<file path="config.mk">
export PLATFORM = sky130hd
export DESIGN_NAME = vga_scanout
export DESIGN_NICKNAME = d
export VERILOG_FILES = /design/src/rtl/vga_scanout.sv
export SDC_FILE = /design/constraint.sdc
export NUM_CORES = 1
export LEC_CHECK = 0
export ABC_AREA = 1
export BUFFER_PORTS_ARGS = -buffer_cell sky130_fd_sc_hd__buf_4
export CORE_MARGIN = 2
export CORE_UTILIZATION = 35
export CTS_BUF_LIST = sky130_fd_sc_hd__clkbuf_8
export CTS_CLUSTER_DIAMETER = 100
export DETAILED_ROUTE_END_ITERATION = 16
export SLEW_MARGIN = 25
export SYNTH_ARGS = -nofsm -noshare
export SYNTH_HDL_FRONTEND = slang
export SYNTH_SLANG_ARGS = --single-unit
</file>
<file path="constraint.sdc">
create_clock -name clk -period 1.5 [get_ports clk]
set_clock_uncertainty 0.05 [all_clocks]
set_input_delay 0.3 -clock clk [delete_from_list [all_inputs] [get_ports clk]]
set_output_delay 0.3 -clock clk [all_outputs]
set_load 0.01 [all_outputs]
</file>
<file path="src/rtl/vga_scanout.sv">
// vga_scanout: consumer end of the display pixel FIFO.
// Generates VGA timing (640x480@60 by default) from a pixel clock-enable and pops one
// 24-bit RGB word per active pixel from a first-word-fall-through FIFO. On underflow the
// rest of the frame is blanked, the FIFO is drained during the first blanking line, and the
// producer is asked to restart its frame address.
//
// Ports:
//   clk, rst        clock; asynchronous active-high reset
//   pix_ce          pixel clock enable; everything advances only when high
//   fifo_data       FWFT head word {R,G,B}, valid when fifo_empty=0
//   fifo_empty      FIFO empty flag
//   fifo_rd_en      pop strobe (combinational)
//   red/green/blue  registered pixel colour
//   hsync, vsync    registered sync, asserted level SYNC_POL
//   blank           registered, 1 outside active video
//   frame_start     one-clk pulse after the first active pixel of a displayed frame
//   underflow_err   sticky underflow flag, cleared only by rst
//   resync_req      one-clk pulse asking the producer to restart at frame address 0
module vga_scanout #(
    parameter int unsigned H_ACTIVE = 640,
    parameter int unsigned H_FP     = 16,
    parameter int unsigned H_SYNC   = 96,
    parameter int unsigned H_BP     = 48,
    parameter int unsigned V_ACTIVE = 480,
    parameter int unsigned V_FP     = 10,
    parameter int unsigned V_SYNC   = 2,
    parameter int unsigned V_BP     = 33,
    parameter bit          SYNC_POL = 1'b0
) (
    input  logic        clk,
    input  logic        rst,
    input  logic        pix_ce,
    input  logic [23:0] fifo_data,
    input  logic        fifo_empty,
    output logic        fifo_rd_en,
    output logic [7:0]  red,
    output logic [7:0]  green,
    output logic [7:0]  blue,
    output logic        hsync,
    output logic        vsync,
    output logic        blank,
    output logic        frame_start,
    output logic        underflow_err,
    output logic        resync_req
);

    localparam logic [9:0] H_ACT    = 10'(H_ACTIVE);
    localparam logic [9:0] H_SYNC_S = 10'(H_ACTIVE + H_FP);
    localparam logic [9:0] H_SYNC_E = 10'(H_ACTIVE + H_FP + H_SYNC);
    localparam logic [9:0] H_LAST   = 10'(H_ACTIVE + H_FP + H_SYNC + H_BP - 1);
    localparam logic [9:0] V_ACT    = 10'(V_ACTIVE);
    localparam logic [9:0] V_ACT_M1 = 10'(V_ACTIVE - 1);
    localparam logic [9:0] V_SYNC_S = 10'(V_ACTIVE + V_FP);
    localparam logic [9:0] V_SYNC_E = 10'(V_ACTIVE + V_FP + V_SYNC);
    localparam logic [9:0] V_LAST   = 10'(V_ACTIVE + V_FP + V_SYNC + V_BP - 1);

    localparam logic [1:0] ST_PRIME = 2'd0;
    localparam logic [1:0] ST_RUN   = 2'd1;
    localparam logic [1:0] ST_DROP  = 2'd2;
    localparam logic [1:0] ST_FLUSH = 2'd3;

    logic [9:0]  r_h_cnt;
    logic [9:0]  r_v_cnt;
    logic [1:0]  r_state;
    logic [1:0]  w_state_next;
    logic        w_active;
    logic        w_h_last;
    logic        w_underflow;
    logic        w_rd_en;
    logic        w_show;
    logic        w_hs_on;
    logic        w_vs_on;
    logic [23:0] r_rgb;
    logic        r_hsync;
    logic        r_vsync;
    logic        r_blank;
    logic        r_frame_start;
    logic        r_underflow_err;
    logic        r_resync_req;

    always_comb begin
        w_h_last    = (r_h_cnt == H_LAST);
        w_active    = (r_h_cnt < H_ACT) && (r_v_cnt < V_ACT);
        w_hs_on     = (r_h_cnt >= H_SYNC_S) && (r_h_cnt < H_SYNC_E);
        w_vs_on     = (r_v_cnt >= V_SYNC_S) && (r_v_cnt < V_SYNC_E);
        w_underflow = pix_ce && w_active && fifo_empty && (r_state == ST_RUN);

        w_rd_en = 1'b0;
        case (r_state)
            ST_RUN:   w_rd_en = pix_ce && w_active && !fifo_empty;
            // Drain whatever the producer left behind during the whole line V_ACTIVE.
            ST_FLUSH: w_rd_en = pix_ce && !fifo_empty;
            default:  w_rd_en = 1'b0;
        endcase
        // Flush pops are discarded; only RUN pops reach the colour outputs.
        w_show = w_rd_en && (r_state == ST_RUN);

        w_state_next = r_state;
        case (r_state)
            ST_PRIME: if (pix_ce && w_h_last && (r_v_cnt == V_LAST)) w_state_next = ST_RUN;
            ST_RUN:   if (w_underflow) w_state_next = ST_DROP;
            ST_DROP:  if (pix_ce && w_h_last && (r_v_cnt == V_ACT_M1)) w_state_next = ST_FLUSH;
            ST_FLUSH: if (pix_ce && w_h_last) w_state_next = ST_PRIME;
            default:  w_state_next = ST_PRIME;
        endcase
    end

    assign fifo_rd_en = w_rd_en;

    always_ff @(posedge clk or posedge rst) begin
        if (rst) begin
            r_h_cnt <= '0;
            r_v_cnt <= V_ACT;
            r_state <= ST_PRIME;
        end else if (pix_ce) begin
            r_state <= w_state_next;
            if (w_h_last) begin
                r_h_cnt <= '0;
                r_v_cnt <= (r_v_cnt == V_LAST) ? '0 : r_v_cnt + 10'd1;
            end else begin
                r_h_cnt <= r_h_cnt + 10'd1;
            end
        end
    end

    always_ff @(posedge clk or posedge rst) begin
        if (rst) begin
            r_rgb           <= '0;
            r_hsync         <= ~SYNC_POL;
            r_vsync         <= ~SYNC_POL;
            r_blank         <= 1'b1;
            r_frame_start   <= 1'b0;
            r_underflow_err <= 1'b0;
            r_resync_req    <= 1'b0;
        end else begin
            // Pulses update every clk so they last exactly one clk even with sparse pix_ce.
            r_frame_start <= pix_ce && (r_h_cnt == '0) && (r_v_cnt == '0) && (r_state == ST_RUN);
            r_resync_req  <= pix_ce && w_h_last && (r_state == ST_FLUSH);
            if (w_underflow) begin
                r_underflow_err <= 1'b1;
            end
            if (pix_ce) begin
                r_rgb   <= w_show ? fifo_data : 24'h0;
                r_hsync <= w_hs_on ? SYNC_POL : ~SYNC_POL;
                r_vsync <= w_vs_on ? SYNC_POL : ~SYNC_POL;
                r_blank <= ~w_active;
            end
        end
    end

    assign red           = r_rgb[23:16];
    assign green         = r_rgb[15:8];
    assign blue          = r_rgb[7:0];
    assign hsync         = r_hsync;
    assign vsync         = r_vsync;
    assign blank         = r_blank;
    assign frame_start   = r_frame_start;
    assign underflow_err = r_underflow_err;
    assign resync_req    = r_resync_req;

endmodule

</file>
==> results of run 1 <==
## critical path, cell delays in order (launching register included)
cell and delay [ns]:
dfrtp_1 0.44, nand2_2 0.10, nand2_2 0.06, nor2_4 0.11, nand3_2 0.08, nand2_2 0.09, nand2_4 0.06, nor2_8 0.12
buf_6 0.12
## area by class of cell
type / count / share of cell area (%)
multi-input combinational: 210 / 34.4
tap: 102 / 3.05
clock inverter: 3 / 1.02
sequential: 52 / 31.3
timing repair buffer: 127 / 24.9
clock buffer: 5 / 1.64
inverter: 39 / 3.71
## timing repair
action / CTS / global route
buffers inserted: 4 / 16
resized for setup: 24 / 68
pin swaps: 7 / 25
endpoints found under the setup margin: 32 / 45
## placed cells by master (no fill, tap or decap), drive strengths merged, types with 6 or more instances in the layout
cell type  count
nor2          23
ha             8
nand2         92
o21ai         10
dfstp          7
buf          127
nor3           7
inv           39
nand3         39
nand4          8
a21oi          6
dfrtp         45
## how the worst max path moves through the flow
stage	endpoint	slack, ns	cells past startpoint
2_1_floorplan	fifo_rd_en	-0.09	8
3_3_place_gp	fifo_rd_en	-0.06	8
3_5_place_dp	r_state[1]	-0.07	10
4_1_cts	fifo_rd_en	-0.33	8
5_1_grt	fifo_rd_en	-0.38	8
6_report	fifo_rd_en	-0.33	8
## stage by stage
stage                     instances  hold slack [ns]  utilization, %  instance area, um^2  TNS, ns
after floorplan                 310            0.302               -                 2730  -0.0905
after global placement          512            0.347            47.2                 3610   -0.681
after detailed placement        512            0.347            47.2                 3610   -0.951
after CTS                       524          0.00725            50.0                 3820    -3.62
after global routing            538           0.0238            54.7                 4190    -6.48
final                           538          -0.0124            54.7                 4190    -3.25
## layer usage
layer	GRT usage (%)	routed length [um]	vias up
met5	0	0	-
met4	4.60	68	0
met3	3.37	389	8
met2	26.8	3660	84
met1	21.0	3100	1209
li1	-	-	1247
## logic make-up (layout without fill, tap and decap cells)
kind of cell	Yosys count	count (layout)	synth area share [%]
xor gates and xnor gates	6	6	1.93
DFF	52	52	48.1
AOI/OAI and AO/OA	22	22	4.59
and+or+nand+nor	174	174	33.3
adders and majority gates	8	8	3.67
buffers and inverters	48	174	8.41
## state kept, by name (all words and copies together) (netlist names)
name           cells
r_state            2
hsync              1
resync_req         1
r_rgb             24
vsync              1
blank              1
frame_start        1
underflow_err      1
r_h_cnt           10
r_v_cnt           10
## power by group
part | switching (mW) | leakage, nW | internal, mW | total (mW)
logic | 0.701 | 1.46 | 0.598 | 1.30
registers | 0.136 | 0.651 | 1.54 | 1.68
clock network | 0.476 | 0.0599 | 0.498 | 0.974
==> run metrics, run 1 <==
DR pass1 iterations 4; fill count 670; first-pass GRT wire length 11000 um; Synth Flop Type dfrtp_1; CP Data Required Time 1.15 ns; Final GP Congestion 0.949; row cnt 32; Layout area overhead 53.7%; syn_area_per_cell 8.79 um^2; failing checks negative hold slack, negative setup slack; Syn Std Cell Area 2720 um^2; hold slack -0.0124 ns; unrepaired setup endpoints after global routing true; reg2reg setup slack -0.21 ns; worst IR drop on VDD 662 uV; layout cells sized above 1 53.0%; worst-path fanout max 3; die area 8500 um^2; r2r startpoint r_h_cnt[0]; endpoint class of the critical path output pin; H-tree lvl count 2; number of global-route vias before repair 2435; diode count 0; width of the die 92.2 um; routed len/inst 13.4 um; Max-slew headroom 75.0%; overall global routing resource usage 16.0%; Leakage 2.17 nW; synth cell count leaders nand2_1, dfrtp_1, inv_1; critical setup path kind flop to output pin; Reg clk slew, reported paths 0.10 ns; residual DRC count 0; final WL 7210 um; Seq cells post-synth 52; Final Setup Violations 37; crit path time final 1.83 ns; FMAX 545 MHz; Critical Path AT 1.48 ns; Final Hold Viols 7; biggest area consumer among synthesized cells dfrtp_1; DP HPWL 4800 um; R2R cell count 9; post-synth top area share 41.3%; synth warn 0; clock root cell clkbuf_8; post-route ant nets 0; Pins Over Slew Limit 0; I/O Pins 59; fin crit share 122%; initial antenna violation count 0; Hold Path Class input pin to asynchronous set/reset pin; fraction of registers with async set/reset 100%; Reg area 1310 um^2; sequential share of the synthesized area 48.1%; CTS tree yes; crit path launch r_h_cnt[8]; status finished with violations; dpl ws -0.0742 ns; EDFF count, synth 0; final worst slack -0.334 ns; Die Y 92.2 um; total number of vias 2548; Clock Latency Late Sink 0.31 ns; Vias/cell 4.74; distinct cell type count after synthesis 34; Layout Nets 471; CP startpoint kind flop; syn_nets 346; maximum clock insertion buffer count 2; Reg2Reg Capture Point r_state[1]; PwrDens 944 nW/um^2; initial core utilization 35.6%; port buffer count 58; largest net degree at the start of global routing 53; synthesized instance count 310; most numerous cell in the Yosys netlist nand2_1; Design Power 3.95 mW; 1st-iter DRT viols 106; Max Cap Viol 0; core area 7650 um^2; Worst Tran Pin Value 0.374 ns; Sink Count 52; GRT overflow 0; largest cells by area after synthesis dfrtp_1, nand2_1, nand3_2; total CTS buffers 5; multi-input logic area 1440 um^2; hold-fix buffers at CTS 0
Note: power is estimated with default switching activity, not from simulation.
==> inputs of run 2 (changes only) <==
--- a/config.mk
+++ b/config.mk
@@ -7,7 +7,6 @@
 export LEC_CHECK = 0
 export ABC_AREA = 1
 export BUFFER_PORTS_ARGS = -buffer_cell sky130_fd_sc_hd__buf_4
-export CORE_MARGIN = 2
 export CORE_UTILIZATION = 35
 export CTS_BUF_LIST = sky130_fd_sc_hd__clkbuf_8
 export CTS_CLUSTER_DIAMETER = 100
==> run metrics, run 2 (synthesized netlist as in run 1, its figures left out) <==
largest net degree at the start of global routing 27; first-pass GRT wire length 11200 um; fin crit share 119%; Worst Tran Pin Value 0.393 ns; combinational power share 33.4%; final worst slack -0.291 ns; commonest non-fill, non-tap cell in the layout buf_4; diode count 0; crit path launch r_h_cnt[9]; final core occ 56.7%; CP Data Required Time 1.15 ns; die area 8140 um^2; sw frac 34.4%; Clock Latency Late Sink 0.31 ns; maximum clock insertion buffer count 2; routed len/inst 13.4 um; critical setup path kind flop to output pin; Most Crowded Layer GR met2; Vias/cell 4.76; endpoint class of the critical path output pin; GR Util met3 3.47%; reg2reg setup slack -0.13 ns; Hold Crit Start fifo_data[16]; row cnt 31; r2r startpoint r_v_cnt[5]; width of the die 90.2 um; Most flops, register r_rgb; Final GP Congestion 0.822; crit path time final 1.79 ns; layout cells sized above 1 51.8%; CP startpoint kind flop; Sequential Power Share 45.1%; Layout area overhead 53.3%; R2R cell count 12; Layout Nets 471; Sink Count 52; initial antenna violation count 0; fill count 637; Internal 2.46 mW; WHS Path Cells 3; Max Cap Viol 0; failing checks negative setup slack; number of global-route vias before repair 2363; DP HPWL 4860 um; Pins Over Slew Limit 0; met1 usage 22.9%; total CTS buffers 5; residual DRC count 0; met2 usage 27.7%; FMAX 558 MHz; total number of vias 2548; initial core utilization 37.0%; core area 7370 um^2; status finished with violations; GRT overflow 0; Critical Path AT 1.44 ns; overall global routing resource usage 16.9%; most frequent cells in the layout buf_4, nand2_1, dfrtp_1; post-route ant nets 0; Hold Path Class input pin to flop; final WL 7190 um; H-tree lvl count 2; clock root cell clkbuf_8; Leakage 2.13 nW; Die Y 90.2 um; clock power share 21.5%; Reg clk slew, reported paths 0.10 ns; port buffer count 58; worst-path fanout max 3; Final Hold Viols 0; dpl ws -0.0658 ns; I/O Pins 59; Final Setup Violations 32; CTS tree yes; worst IR drop on VDD 432 uV; biggest regs r_rgb (24), r_h_cnt (10), r_v_cnt (10); unrepaired setup endpoints after global routing true; DR pass1 iterations 4; PwrDens 898 nW/um^2; number of flip-flops under the largest register name 24; Max-slew headroom 73.8%; net load switching power 1.29 mW; 1st-iter DRT viols 58
-- run 2: changes by cell type in the layout (fill, tap and decap cells not counted), moves of 2 or more --
| cell | delta |
|---|---|
| buf_12 | +3 |
| nor4_2 | -2 |
| nand3_2 | -4 |
| inv_1 | -3 |
| nor4_1 | +2 |
| nand2_4 | -2 |
| buf_6 | -3 |
| nor2_2 | +2 |
| o21ai_0 | +2 |
| nor3_1 | +2 |
| nand3_1 | +2 |
| nand3_4 | +2 |
-- run 2: worst paths after layout --
kind	endpoint
min reg2reg	r_rgb[13]
min in group asynchronous	r_rgb[9]
max reg2reg	r_rgb[18]
max	fifo_rd_en
max in group asynchronous	hsync
min	r_rgb[16]
-- run 2: per-layer routing --
layer  part of all wire, %  vias to the layer above
li1                      -                     1243
met1                    44                     1220
met2                    50                       77
met3                   5.0                        8
met4                   1.1                        0
met5                     0                        -
-- run 2: area by class of cell --
cell class / instances / area, um^2 / share of cell area, %
multi-input cells: 210 / 1410 / 33.9
clock buffers: 5 / 68.8 / 1.65
inverters: 39 / 160 / 3.83
well taps: 99 / 124 / 2.97
clock inverters: 3 / 20.0 / 0.479
repair buffers: 127 / 1080 / 25.9
flip-flops and latches: 52 / 1310 / 31.4
-- run 2: power by group through the flow --
stage                     combinational (mW)  sequential, mW  clock [mW]
final                                   1.25            1.69       0.805
after detailed placement               0.933            1.70           0
after CTS                               1.01            1.67       0.854
after floorplan                        0.463            1.69           0
after global routing                    1.38            1.71       0.906
after global placement                 0.920            1.69           0
-- run 2: critical path, cell delays in order (launching register included) --
cell	delay (ns)
dfrtp_1	0.43
nand2_2	0.10
nand2_2	0.07
nor2_4	0.12
nand3_2	0.07
nand2_2	0.08
nand2_4	0.06
nor2_8	0.10
buf_6	0.11
-- run 2: metrics by stage --
| stage | instance area (um^2) | setup TNS (ns) | hold slack, ns | std cells | total power [mW] |
|---|---|---|---|---|---|
| detailed placement | 3600 | -0.271 | 0.265 | 504 | 2.63 |
| floorplan | 2730 | -0.0905 | 0.302 | 310 | 2.16 |
| finish | 4180 | -2.35 | 0.158 | 535 | 3.75 |
| CTS | 3800 | -0.539 | 0.151 | 521 | 3.53 |
| global route | 4180 | -5.47 | 0.148 | 535 | 3.99 |
| global placement | 3600 | -0.134 | 0.268 | 504 | 2.61 |
-- run 2: timing repair --
item	4_1_cts	5_1_grt
resized for setup	10	73
hold endpoints to repair	14	0
buffers inserted	8	15
pin swaps	7	33
gates cloned	0	1
setup endpoints to repair	20	44
hold buffers	1	0
==> inputs of run 3 (changes only) <==
--- a/config.mk
+++ b/config.mk
@@ -7,10 +7,11 @@
 export LEC_CHECK = 0
 export ABC_AREA = 1
 export BUFFER_PORTS_ARGS = -buffer_cell sky130_fd_sc_hd__buf_4
-export CORE_UTILIZATION = 35
+export CORE_UTILIZATION = 51
 export CTS_BUF_LIST = sky130_fd_sc_hd__clkbuf_8
 export CTS_CLUSTER_DIAMETER = 100
 export DETAILED_ROUTE_END_ITERATION = 16
+export PLACE_DENSITY = 0.79
 export SLEW_MARGIN = 25
 export SYNTH_ARGS = -nofsm -noshare
 export SYNTH_HDL_FRONTEND = slang
==> run metrics, run 3 (synthesized netlist as in run 1, its figures left out) <==
multi-input logic area 1440 um^2; layout cells sized above 1 51.9%; DP HPWL 4770 um; Worst Tran Pin Value 0.423 ns; Clock Latency Late Sink 0.31 ns; H-tree lvl count 2; clock power share 21.2%; unrepaired setup endpoints after global routing true; final core occ 80.3%; DR pass1 iterations 4; 1st-iter DRT viols 180; I/O Pins 59; Layout Nets 472; DP Area 3500 um^2; clock root cell clkbuf_8; Final Setup Violations 43; largest net degree at the start of global routing 29; critical setup path kind flop to output pin; Hold Path Class input pin to flop; Reg clk slew, reported paths 0.10 ns; PwrDens 936 nW/um^2; crit-path cells buf_4 -> ha_2 -> inv_2 -> nand2_2 -> nand2_4 -> nor2_8 -> buf_6; FMAX 537 MHz; Most flops, register r_rgb; Worst path slowest cell dfrtp_1; Sink Count 52; number of flip-flops under the largest register name 24; final WL 8280 um; worst IR drop on VDD 503 uV; Max Cap Viol 0; Max-slew headroom 71.7%; Inst Count DP 471; width of the die 75.1 um; Die Y 75.1 um; port buffer count 58; total number of vias 2701; Final Hold Viols 0; sw frac 35.9%; CP Data Required Time 1.15 ns; overall global routing resource usage 25.1%; Vias/cell 5.33; CTS tree yes; core area 5140 um^2; total CTS buffers 5; net load switching power 1.38 mW; Reg area 1310 um^2; Critical Path AT 1.51 ns; routed len/inst 16.3 um; Sequential Power Share 45.0%; initial core utilization 53.0%; Layout area overhead 51.5%; fin crit share 124%; number of global-route vias before repair 2410; commonest non-fill, non-tap cell in the layout buf_4; Finished Layout Cells 507; fill count 316; critical path's largest stage delay 0.41 ns; status finished with violations; Final Cell Area 4130 um^2; Final GP Congestion 0.885; Internal 2.48 mW; initial antenna violation count 0; combinational power share 33.8%; final worst slack -0.363 ns; maximum clock insertion buffer count 2; residual DRC count 0; worst-path fanout max 3; CP startpoint kind flop; row cnt 26; hold slack 0.160 ns; Pins Over Slew Limit 0; crit path time final 1.86 ns; dpl ws -0.0982 ns; biggest regs r_rgb (24), r_h_cnt (10), r_v_cnt (10); diode count 0; failing checks negative setup slack; GRT overflow 0; most frequent cells in the layout buf_4, nand2_1, dfrtp_1; first-pass GRT wire length 10700 um; post-route ant nets 0; endpoint class of the critical path output pin; die area 5640 um^2; Leakage 2.15 nW
-- run 3: cell count changes in the layout (fill, tap and decap cells not counted), sizes merged --
cell,change
buf,+2
inv,+1
clkbuf,-1
clkinvlp,-1
-- run 3: cell type report --
class / instances / share of cell area [%]
Clock buffer: 5 / 1.67
Clock inverter: 3 / 0.424
Inverter: 39 / 3.76
Multi-Input combinational cell: 210 / 35.0
Sequential cell: 52 / 31.8
Tap cell: 70 / 2.12
Timing Repair Buffer: 128 / 25.3
-- run 3: metal layers --
layer	up-vias	global-route usage (%)	routed length (um)
li1	1247	-	-
met4	0	9.22	369
met5	-	0	0
met2	88	42.5	4310
met3	39	4.55	307
met1	1327	32.2	3290
-- run 3: power by group through the flow --
stage          sequential, mW  combinational, mW  clock [mW]
2_1_floorplan            1.69              0.463           0
3_3_place_gp             1.70              0.801           0
3_5_place_dp             1.71              0.823           0
4_1_cts                  1.68              0.953       0.813
5_1_grt                  1.75               1.41       0.880
6_report                 1.74               1.31       0.818
-- run 3: path summary, 6_finish.rpt --
kind / slack (ns) / start / end / cells after the start
max: -0.36 / r_state[1] / fifo_rd_en / 7
min: 0.16 / fifo_data[13] / r_rgb[13] / 3
max reg2reg: -0.28 / r_h_cnt[1] / r_h_cnt[3] / 8
min reg2reg: 0.44 / r_rgb[14] / r_rgb[14] / 2
max in group asynchronous: 0.38 / rst / vsync / 4
min in group asynchronous: 0.48 / rst / r_h_cnt[8] / 3
-- run 3: through the flow --
step           power [mW]  TNS, ns
6_report             3.86    -3.98
5_1_grt              4.04    -7.48
4_1_cts              3.45   -0.556
3_5_place_dp         2.53   -0.622
3_3_place_gp         2.50   -0.149
2_1_floorplan        2.16  -0.0905
-- run 3: worst max-delay path, delay by kind of cell, from the launching register on --
| family | cells | cell delay (ns) |
|---|---|---|
| and+or+nand+nor | 3 | 0.28 |
| buffers and inverters | 3 | 0.32 |
| adders and majority gates | 1 | 0.20 |
| DFF | 1 | 0.41 |
-- run 3: what timing repair did --
| item | 4_1_cts | 5_1_grt |
|---|---|---|
| setup buffers | 12 | 18 |
| endpoints found under the hold margin | 10 | 0 |
| hold buffers | 1 | 0 |
| setup endpoints to repair | 35 | 46 |
| gates resized for setup | 22 | 70 |
| pin swaps | 9 | 41 |
